`config.mk`:
```
export PLATFORM = sky130hd
export DESIGN_NAME = axis_loopback_tester
export DESIGN_NICKNAME = d
export VERILOG_FILES = /design/src/rtl/axis_tester_pkg.sv /design/src/rtl/axis_pattern_checker.sv /design/src/rtl/axis_loopback_tester.sv
export SDC_FILE = /design/constraint.sdc
export NUM_CORES = 1
export LEC_CHECK = 0
export ABC_AREA = 1
export CAP_MARGIN = 20
export CORE_ASPECT_RATIO = 0.7
export CORE_MARGIN = 2
export CORE_UTILIZATION = 45
export CTS_BUF_LIST = sky130_fd_sc_hd__clkbuf_4 sky130_fd_sc_hd__clkbuf_8
export DETAILED_ROUTE_END_ITERATION = 10
export PLACE_DENSITY = 0.68
export SYNTH_ARGS = -nofsm -noshare
export SYNTH_HDL_FRONTEND = slang
export SYNTH_HIERARCHICAL = 1
export SYNTH_SLANG_ARGS = --single-unit
```
`constraint.sdc`:
```
create_clock -name axis_aclk -period 3.23 [get_ports axis_aclk]
set_input_delay 0.646 -clock axis_aclk [delete_from_list [all_inputs] [get_ports axis_aclk]]
set_output_delay 0.646 -clock axis_aclk [all_outputs]
set_load 0.1 [all_outputs]
```
`src/rtl/axis_tester_pkg.sv`:
```
// axis_tester_pkg
//   Shared types and helpers for the AXI-Stream loopback tester.
//   state_t        : top-level run sequencing (IDLE -> RUN -> DONE -> IDLE)
//   strb_all_ones  : builds an all-ones byte strobe of a given width
//   ERR_*          : bit positions of the per-beat error-cause vector
package axis_tester_pkg;

    typedef enum logic [1:0] {
        IDLE = 2'd0,
        RUN  = 2'd1,
        DONE = 2'd2
    } state_t;

    localparam int STRB_MAX = 128;

    localparam int ERR_DATA   = 0;
    localparam int ERR_STRB   = 1;
    localparam int ERR_LAST   = 2;
    localparam int ERR_CAUSES = 3;

    // Callers cast the result down to their own strobe width.
    function automatic logic [STRB_MAX-1:0] strb_all_ones(input int width);
        logic [STRB_MAX-1:0] mask;
        mask = '0;
        for (int i = 0; i < STRB_MAX; i++) begin
            if (i < width) mask[i] = 1'b1;
        end
        return mask;
    endfunction

endpackage

```
`src/rtl/axis_pattern_checker.sv`:
```
// axis_pattern_checker
//   Receive half of the loopback tester. Accepts returned beats, compares each
//   against seed+index, counts bad beats and watches for an idle timeout.
//   Ports:
//     clk, reset           clock and synchronous active-high reset
//     clear                start command seen in IDLE: clear err_count/timeout
//     run_start            run is starting: rearm index, idle counter, tready
//     run                  top FSM is in RUN
//     len, seed            latched packet length and first data word
//     tdata/tstrb/tvalid/tlast/tready   returned AXI-Stream slave interface
//     err_count            saturating count of bad beats in the run
//     timeout              run aborted because nothing arrived for TIMEOUT cycles
//     run_end              this cycle closes the run (last beat or timeout)
//     run_clean            the run closing now has no errors and no timeout
module axis_pattern_checker
    import axis_tester_pkg::*;
#(
    parameter int DATA_WIDTH = 32,
    parameter int LEN_WIDTH  = 12,
    parameter int TIMEOUT    = 1024
) (
    input  logic                      clk,
    input  logic                      reset,
    input  logic                      clear,
    input  logic                      run_start,
    input  logic                      run,
    input  logic [LEN_WIDTH-1:0]      len,
    input  logic [DATA_WIDTH-1:0]     seed,
    input  logic [DATA_WIDTH-1:0]     tdata,
    input  logic [DATA_WIDTH/8-1:0]   tstrb,
    input  logic                      tvalid,
    input  logic                      tlast,
    output logic                      tready,
    output logic [LEN_WIDTH-1:0]      err_count,
    output logic                      timeout,
    output logic                      run_end,
    output logic                      run_clean
);

    localparam int STRB_W = DATA_WIDTH / 8;
    localparam int IDLE_W = $clog2(TIMEOUT + 1);
    localparam logic [STRB_W-1:0] STRB_ONES = STRB_W'(strb_all_ones(STRB_W));

    logic [LEN_WIDTH-1:0]  rx_idx;
    logic [IDLE_W-1:0]     idle_cnt;
    logic                  accept;
    logic                  last_beat;
    logic                  beat_err;
    logic                  timeout_hit;
    logic [ERR_CAUSES-1:0] cause;

    // Several causes may apply to one beat, but a beat counts as one error.
    always_comb begin
        accept           = tready && tvalid;
        last_beat        = (rx_idx == len - LEN_WIDTH'(1));
        cause            = '0;
        cause[ERR_DATA]  = (tdata != seed + DATA_WIDTH'(rx_idx));
        cause[ERR_STRB]  = (tstrb != STRB_ONES);
        cause[ERR_LAST]  = (tlast != last_beat);
        beat_err         = accept && (cause != '0);
        timeout_hit      = run && !accept && (idle_cnt == IDLE_W'(TIMEOUT - 1));
        run_end          = (accept && last_beat) || timeout_hit;
        run_clean        = !timeout_hit && !beat_err && (err_count == '0);
    end

    // tready is registered: raised as the run starts, dropped once the last
    // beat is taken or the run times out.
    always_ff @(posedge clk) begin
        if (reset) begin
            rx_idx    <= '0;
            idle_cnt  <= '0;
            tready    <= 1'b0;
            err_count <= '0;
            timeout   <= 1'b0;
        end else begin
            if (clear) begin
                err_count <= '0;
                timeout   <= 1'b0;
            end
            if (run_start) begin
                rx_idx   <= '0;
                idle_cnt <= '0;
                tready   <= 1'b1;
            end else if (run) begin
                if (accept) begin
                    rx_idx   <= rx_idx + LEN_WIDTH'(1);
                    idle_cnt <= '0;
                    if (last_beat) tready <= 1'b0;
                    if (beat_err && (err_count != '1)) err_count <= err_count + LEN_WIDTH'(1);
                end else if (timeout_hit) begin
                    timeout <= 1'b1;
                    tready  <= 1'b0;
                end else begin
                    idle_cnt <= idle_cnt + IDLE_W'(1);
                end
            end
        end
    end

endmodule

```
`src/rtl/axis_loopback_tester.sv`:
```
// axis_loopback_tester
//   Generates one incrementing-pattern packet on m01 and checks the copy that
//   comes back on s01. Holds the run FSM and the transmit generator; receive
//   checking lives in axis_pattern_checker.
//   Ports:
//     axis_aclk, axis_reset      clock and synchronous active-high reset
//     start, pkt_len, seed       run command (pkt_len==0 is rejected)
//     m01_axis_*                 generated stream (master)
//     s01_axis_*                 returned stream (slave)
//     busy, done, pass, timeout, err_count   run status
module axis_loopback_tester
    import axis_tester_pkg::*;
#(
    parameter int DATA_WIDTH = 32,
    parameter int LEN_WIDTH  = 12,
    parameter int TIMEOUT    = 1024
) (
    input  logic                    axis_aclk,
    input  logic                    axis_reset,
    input  logic                    start,
    input  logic [LEN_WIDTH-1:0]    pkt_len,
    input  logic [DATA_WIDTH-1:0]   seed,
    output logic [DATA_WIDTH-1:0]   m01_axis_tdata,
    output logic [DATA_WIDTH/8-1:0] m01_axis_tstrb,
    output logic                    m01_axis_tvalid,
    output logic                    m01_axis_tlast,
    input  logic                    m01_axis_tready,
    input  logic [DATA_WIDTH-1:0]   s01_axis_tdata,
    input  logic [DATA_WIDTH/8-1:0] s01_axis_tstrb,
    input  logic                    s01_axis_tvalid,
    input  logic                    s01_axis_tlast,
    output logic                    s01_axis_tready,
    output logic                    busy,
    output logic                    done,
    output logic                    pass,
    output logic                    timeout,
    output logic [LEN_WIDTH-1:0]    err_count
);

    localparam int STRB_W = DATA_WIDTH / 8;
    localparam logic [STRB_W-1:0] STRB_ONES = STRB_W'(strb_all_ones(STRB_W));

    state_t                state;
    logic [LEN_WIDTH-1:0]  len_q;
    logic [DATA_WIDTH-1:0] seed_q;
    logic [LEN_WIDTH-1:0]  tx_idx;
    logic                  start_cmd;
    logic                  run_start;
    logic                  run_end;
    logic                  run_clean;

    always_comb begin
        start_cmd = (state == IDLE) && start;
        run_start = start_cmd && (pkt_len != '0);
    end

    axis_pattern_checker #(
        .DATA_WIDTH (DATA_WIDTH),
        .LEN_WIDTH  (LEN_WIDTH),
        .TIMEOUT    (TIMEOUT)
    ) u_checker (
        .clk       (axis_aclk),
        .reset     (axis_reset),
        .clear     (start_cmd),
        .run_start (run_start),
        .run       (state == RUN),
        .len       (len_q),
        .seed      (seed_q),
        .tdata     (s01_axis_tdata),
        .tstrb     (s01_axis_tstrb),
        .tvalid    (s01_axis_tvalid),
        .tlast     (s01_axis_tlast),
        .tready    (s01_axis_tready),
        .err_count (err_count),
        .timeout   (timeout),
        .run_end   (run_end),
        .run_clean (run_clean)
    );

    // The first beat is preloaded as the run starts so tvalid rises one cycle
    // after start. tlast is precomputed one beat ahead (tx_idx+2 == len means
    // the beat about to be presented is the final one). Ending the run wins
    // over the TX handshake, so a timeout drops tvalid even with beats left.
    always_ff @(posedge axis_aclk) begin
        if (axis_reset) begin
            state           <= IDLE;
            len_q           <= '0;
            seed_q          <= '0;
            tx_idx          <= '0;
            m01_axis_tdata  <= '0;
            m01_axis_tstrb  <= '0;
            m01_axis_tvalid <= 1'b0;
            m01_axis_tlast  <= 1'b0;
            busy            <= 1'b0;
            done            <= 1'b0;
            pass            <= 1'b0;
        end else begin
            case (state)
                IDLE: begin
                    done <= 1'b0;
                    if (start) begin
                        pass <= 1'b0;
                        if (pkt_len != '0) begin
                            state           <= RUN;
                            busy            <= 1'b1;
                            len_q           <= pkt_len;
                            seed_q          <= seed;
                            tx_idx          <= '0;
                            m01_axis_tdata  <= seed;
                            m01_axis_tstrb  <= STRB_ONES;
                            m01_axis_tvalid <= 1'b1;
                            m01_axis_tlast  <= (pkt_len == LEN_WIDTH'(1));
                        end else begin
                            done <= 1'b1;
                        end
                    end
                end
                RUN: begin
                    if (run_end) begin
                        state           <= DONE;
                        busy            <= 1'b0;
                        done            <= 1'b1;
                        pass            <= run_clean;
                        m01_axis_tvalid <= 1'b0;
                        m01_axis_tstrb  <= '0;
                        m01_axis_tlast  <= 1'b0;
                    end else if (m01_axis_tvalid && m01_axis_tready) begin
                        tx_idx <= tx_idx + LEN_WIDTH'(1);
                        if (m01_axis_tlast) begin
                            m01_axis_tvalid <= 1'b0;
                            m01_axis_tstrb  <= '0;
                            m01_axis_tlast  <= 1'b0;
                        end else begin
                            m01_axis_tdata <= m01_axis_tdata + DATA_WIDTH'(1);
                            m01_axis_tlast <= (tx_idx + LEN_WIDTH'(2) == len_q);
                        end
                    end
                end
                DONE: begin
                    done  <= 1'b0;
                    state <= IDLE;
                end
                default: state <= IDLE;
            endcase
        end
    end

endmodule

```
; After elaboration in Yosys (flattened, before gate mapping)
; Cells that the tools add are included.
; W data, S select, Z words.
[word_totals]
reg_bits = 136
output_inout_bits = 55
[op_classes]
add_sub_neg = 8
eq_ne = 20
muxes = 59
reduce_logical = 36
[ops]
columns = op, n
row1 = $mux W32, 5
row2 = $mux W12, 9
row3 = $pmux W32 S2, 1
row4 = $add A12 B1 Y12 const B, 3
row5 = $add A32 B1 Y32 const B, 1
row6 = $add A32 B12 Y32, 1
row7 = $ne A32 B32 Y1, 1
row8 = $mux W1, 26
row9 = $eq A12 B12 Y1, 2
row10 = $pmux W12 S2, 1
row11 = $mux W11, 2
row12 = $mux W4, 5
row13 = $add A12 B2 Y12 const B, 1
row14 = $eq A12 B1 Y1 const B, 1
row15 = $logic_not A12 Y1, 1
row16 = $ne A12 B12 Y1 const B, 1
row17 = $reduce_and A3 Y1, 4
row18 = $reduce_bool A12 Y1, 1
row19 = $sub A12 B1 Y12 const B, 1
row20 = $add A11 B1 Y11 const B, 1
row21 = $eq A11 B10 Y1 const B, 1
row22 = $logic_and A1 B1 Y1, 11
row23 = $ne A2 B2 Y1 const B, 5
row24 = $reduce_and A5 Y1, 2
row25 = other kinds (20), 36

; Depth between registers and ports, before layout
[depth]
ltp_word = 10
mapped_depth = 22
ltp_nobuf = 22

; By module
; The synthesis kept the hierarchy.
[modules_own_cells]
columns = mod, n_inst, cells_per_inst, area_each_um2, seq_area_each_um2
row1 = axis_loopback_tester, 1, 877, 5490.3, 1901.8
row2 = axis_pattern_checker, 1, 870, 4703.3, 740.7

; Worst setup path before layout
; No wires, ideal clock.
[synth_timing]
path_type = register -> register
startpoint = register u_checker.err_count[0]
endpoint = register u_checker.err_count[0]
setup_ns = 0.064
t_arrival_ns = 2.872
t_required_ns = 3.166
setup_slack_ns = 0.295
path_stages_with_launch = 14
n_path_buf = 0
path_cell_list = dfxtp_1 ha_1 nand3_1 nor2_1 inv_1 nor2_1 nand2_1 nor3_1 nand3_1 nand4_4 nor2_4 nand2_1 nand2_1 nor2_1
[synth_between]
elab_chain_cells = 6
[synth_rtl]
columns = item, line
row1 = start: declaration, axis_pattern_checker.sv:34  ; output logic [LEN_WIDTH-1:0] err_count,
row2 = start signal: assignment, axis_pattern_checker.sv:89  ; if (beat_err && (err_count != '1)) err_count <= err_count + LEN_WIDTH'(1);
row3 = branches (longest 5 deep; another with $add A12 B1 Y12), n/a
row4 = $mux W12 (*), axis_pattern_checker.sv:80  ; if (run_start) begin
; Mark *: on every way between the ends.
; A chain may end at the register's enable or synchronous reset.

; Final worst setup path
[layout_timing]
startpoint = register u_checker.rx_idx[11]
endpoint = register pass
[layout_between]
elab_chain_cells = 9
[layout_rtl]
columns = item, line
row1 = start: declaration, axis_pattern_checker.sv:44  ; logic [LEN_WIDTH-1:0] rx_idx;
row2 = start signal: assignment, axis_pattern_checker.sv:86  ; rx_idx <= rx_idx + LEN_WIDTH'(1);
row3 = $add A32 B12 Y32 or $eq A12 B12 Y1 (tied branches), "axis_pattern_checker.sv:57, axis_pattern_checker.sv:55"
row4 = $ne A32 B32 Y1 or $ne A1 B1 Y1 (tied branches), "axis_pattern_checker.sv:57, axis_pattern_checker.sv:59"
row5 = $reduce_bool A3 Y1 (*), axis_pattern_checker.sv:60  ; beat_err = accept && (cause != '0);
row6 = $logic_and A1 B1 Y1 (*), axis_pattern_checker.sv:60
row7 = $logic_not A1 Y1 (*), axis_pattern_checker.sv:63  ; run_clean = !timeout_hit && !beat_err && (err_count == '0);
row8 = $logic_and A1 B1 Y1 (*) (2 in a row), axis_pattern_checker.sv:63
row9 = net run_clean, axis_loopback_tester.sv:50  ; logic run_clean;
row10 = $mux W1 (*), axis_loopback_tester.sv:119  ; if (run_end) begin
row11 = $pmux W1 S2 (*), axis_loopback_tester.sv:98  ; case (state)
row12 = end signal: assignment, axis_loopback_tester.sv:123  ; pass <= run_clean;
row13 = end: declaration, axis_loopback_tester.sv:35  ; output logic pass,
; Mark *: on every way through the listed nets, which the timed path passes. The rest lies on a longest branch. The select of a mux whose other input is x is not followed.

==> results by group <==
Run status
  • Status: finished clean

Placement
  • Place WS: 0.203 ns
  • Placed Instances: 2160
  • Port bufs: 140
  • RD Place Congestion: 0.938
  • HPWL Detailed: 26200 um

Logic synthesis
  • Post-synth top area share: 25.9%
  • Post-Syn Nets: 1859
  • Number of unique standard cell types used by synthesis: 43
  • Synthesized flop and latch total: 132
  • Mapped Avg Cell Area: a little under 6 um^2
  • Mapped Area: 10200 um^2
  • Syn Inst Count: 1747
  • Post-synth top area cell: dfxtp_1
  • Register area share after synthesis: roughly 26%
  • Warnings, synthesis: 6
  • Synth top area cells: dfxtp_1 26%, nand2_1 19%, nor2_1 9.9%

Routing
  • Initial DRT Pass Iterations: 6
  • Routed wire per std cell: 15.3 um
  • Post-Route WL: 33500 um
  • DRC: 0
  • DR vias: ~11000
  • Avg Vias per Cell: ~5.2
  • ANT nets after route: 0
  • Detailed router's first-iteration violation count: 983

Critical path
  • Crit path buf inv count: 1
  • Critical path required time: 3.62 ns
  • WS Path Type: reg -> reg
  • Reg2reg start: u_checker/rx_idx[11]$_SDFFE_PP0P_
  • Worst path arrival time: 3.37 ns
  • CP startpoint: u_checker/rx_idx[11]$_SDFFE_PP0P_
  • Crit-path slowest cell: ha_1
  • CP max stage delay: 0.44 ns
  • Worst path cell trace: ha_1 -> nand2_1 -> inv_2 -> nand2_2 -> nor3_2 -> nand2_2 -> nand2_4 -> nand2_2 -> nand3b_1 -> nand2_1 -> nor2_1 -> nand2_1 -> nor2_2 -> nand3_2 -> nor2_4 -> nor2_4 -> nor4_2 -> nand3_1 -> a21oi_2
  • Largest delay contributor family on the critical path: simple AND/OR/NAND/NOR gates
  • Internal reg-to-reg setup slack: 0.25 ns
  • Crit-path max FO: 9
  • Crit end category: flop
  • Nature of the critical path startpoint: flop

Global route
  • Largest net degree at the start of global routing: 54
  • Total Routing Usage GR: between 20 and 30%
  • Global-route wire length before repair: 52000 um
  • Number of global-route vias before repair: between 9000 and 10000
  • Initial antenna violation count: 1
  • Total global routing overflow: 0

Timing
  • Total Negative Setup Slacks: 0 ns
  • Slew headroom: between 60% and 70%
  • RSZ-0062 raised after global routing: false
  • Setup ws final: 0.249 ns
  • Hold Vio Cnt, Final: 0
  • Max Clk Rate: 335 MHz
  • Worst-margin pin slew: 0.586 ns
  • Layout Skew: 0.0254 ns
  • Tcrit/Tclk final: 92.3%
  • Post-layout min period: 2.98 ns
  • Slew Viols, Final: 0
  • Final setup vio count: 0

Cells and area
  • Area of the multi-input gates: 6450 um^2
  • Register Area: 2640 um^2
  • Ratio of cells with drive above 1 in the final layout: about a tenth
  • Utilization after layout: between 50% and 60%
  • Layout area overhead: 20.4%
  • Final-stage net count: 2004
  • Layout Cells excl Fill: 2193
  • Fillcell total: 2286

Power
  • Power density cells: about 800 nW/um^2
  • VDD IR max: approximately 1.0 mV
  • Leakage: 0.00540 uW
  • Overall power: roughly 10000 uW

Clock network
  • Post-CTS Resized: 0
  • Setup bufs post-CTS: 0
  • Worst-Skew Late Latency: roughly 0.47 ns
  • Worst-path clk slew: 0.09 ns
  • Hold-fix buffers, CTS: 0
  • Clock Path Buffers: 2
  • H-tree depth: 4
  • TritonCTS Buffers: 17
  • CTS tree: built
  • Root Buffer: clkbuf_8
  • CTS sink count: between 100 and 150

Floorplanning
  • Die Span Y: ~130 um
  • Row cnt: 46
  • Placeable Area: 22400 um^2
  • Die ar.: 23900 um^2
  • Die width: 184 um
  • Ports: 141
  • Starting density of the core: 45.4%

Worst hold path
  • Worst Min Path Start: u_checker/idle_cnt[4]$_SDFFE_PP0P_
  • Hold/Removal Path Class: reg -> reg

Job
  • Maxcap violations: 0
## stage by stage
stage,cell area [um^2],hold WS (ns)
global placement,11800,0.441
detailed placement,11800,0.453
global route,12300,0.503
CTS,12200,0.467
floorplan,10200,0.432
finish,12300,0.466
## report_power, final
group | total (uW) | internal (uW) | switching (uW)
Combinational | 5850 | 1640 | 4210
Clock | 1450 | 690 | 757
Sequential | 2660 | 2050 | 617
Total | 9960 | 4370 | 5590
## placed cells by master, fill, tap and decap left out, drive strengths merged, types with 2 or more instances in the layout
cell type / count
nand2: 523
nor2: 287
inv: 237
nand3: 149
dfxtp: 132
o21ai: 94
a21oi: 92
buf: 88
clkdlybuf4s50: 85
nand4: 34
xor2: 32
nor3: 32
ha: 25
nand3b: 23
xnor2: 18
clkbuf: 17
a31oi: 5
clkinvlp: 5
nor4: 5
clkinv: 5
o21a: 3
bufinv: 2
o21bai: 2
a32oi: 2
## cell usage after synthesis
| library cell | n |
|---|---|
| o21a_1 | 3 |
| o21ai_2 | 1 |
| buf_4 | 7 |
| a21oi_2 | 4 |
| nand2_2 | 12 |
| nand4_4 | 2 |
| buf_2 | 15 |
| nand3b_1 | 23 |
| clkinv_1 | 2 |
| a21oi_1 | 88 |
| xor2_1 | 32 |
| nor2_1 | 268 |
| o21ai_0 | 92 |
| nand4_1 | 31 |
| nand2_1 | 511 |
| nand4_2 | 1 |
| a211oi_1 | 1 |
| buf_6 | 5 |
| clkbuf_1 | 21 |
| nand3_2 | 4 |
| o21bai_1 | 2 |
| or3b_2 | 1 |
| inv_2 | 20 |
| nor2_2 | 13 |
| a31o_2 | 1 |
| o21ai_1 | 1 |
| nor2b_1 | 1 |
| nand3_4 | 1 |
| xnor2_1 | 18 |
| nor4_2 | 1 |
| dfxtp_1 | 132 |
| nor2_4 | 5 |
| o31ai_1 | 1 |
| ha_1 | 25 |
| fa_1 | 1 |
| nand3_1 | 144 |
| or2_2 | 1 |
| nor3_1 | 28 |
| nor4_1 | 4 |
| nor3_2 | 4 |
| inv_1 | 213 |
| a32oi_1 | 2 |
| a31oi_1 | 5 |
## metal layers
layer	routed length [um]	track usage [%]	part of all wire, %	up-vias
met5	0	0	0	-
met4	385	5.84	1.2	0
met3	2880	4.30	8.6	31
met2	13100	38.9	39	450
met1	17100	44.2	51	5113
li1	-	-	-	5824
## path summary, 6_finish.rpt
check,endpoint,cells past startpoint
setup / recovery,pass$_SDFFE_PP0P_,19
hold reg to reg,u_checker/idle_cnt[4]$_SDFFE_PP0P_,2
hold / removal,u_checker/idle_cnt[4]$_SDFFE_PP0P_,2
setup reg to reg,pass$_SDFFE_PP0P_,19
## state kept, by name, indices dropped and copies added (netlist names), 2 cells and up
register             count
len_q                   12
tx_idx                  12
u_checker/idle_cnt      11
u_checker/rx_idx        12
m01_axis_tdata          32
u_checker/err_count     12
state                    2
seed_q                  32
## worst min-delay path, stage by stage, from the launching register on
cell and delay, ns:
dfxtp_1 0.31, nand2_1 0.06, a21oi_1 0.05
## cell type report
cell class	instances	share of cell area (%)
antenna	1	0.0204
clock buffer	17	1.91
clock inverter	14	1.25
inverter	235	7.18
multi-input combinational	1333	52.6
sequential	132	21.5
tap	288	2.93
timing repair buffer	173	12.6
## cell families (layout without fill, tap and decap cells)
logic type | count (synthesis) | in the layout | synth area share [%]
AND/OR/NAND/NOR | 1055 | 1056 | 44.9
buffers and inverters | 283 | 439 | 11.2
AO/OA/AOI/OAI | 201 | 201 | 10.4
flip-flops | 132 | 132 | 25.9
XOR/XNOR | 50 | 50 | 4.30
adder cells (fa/ha/maj) | 26 | 26 | 3.27
other | 0 | 1 | 0
No activity file was read; power rests on OpenSTA's default activity.
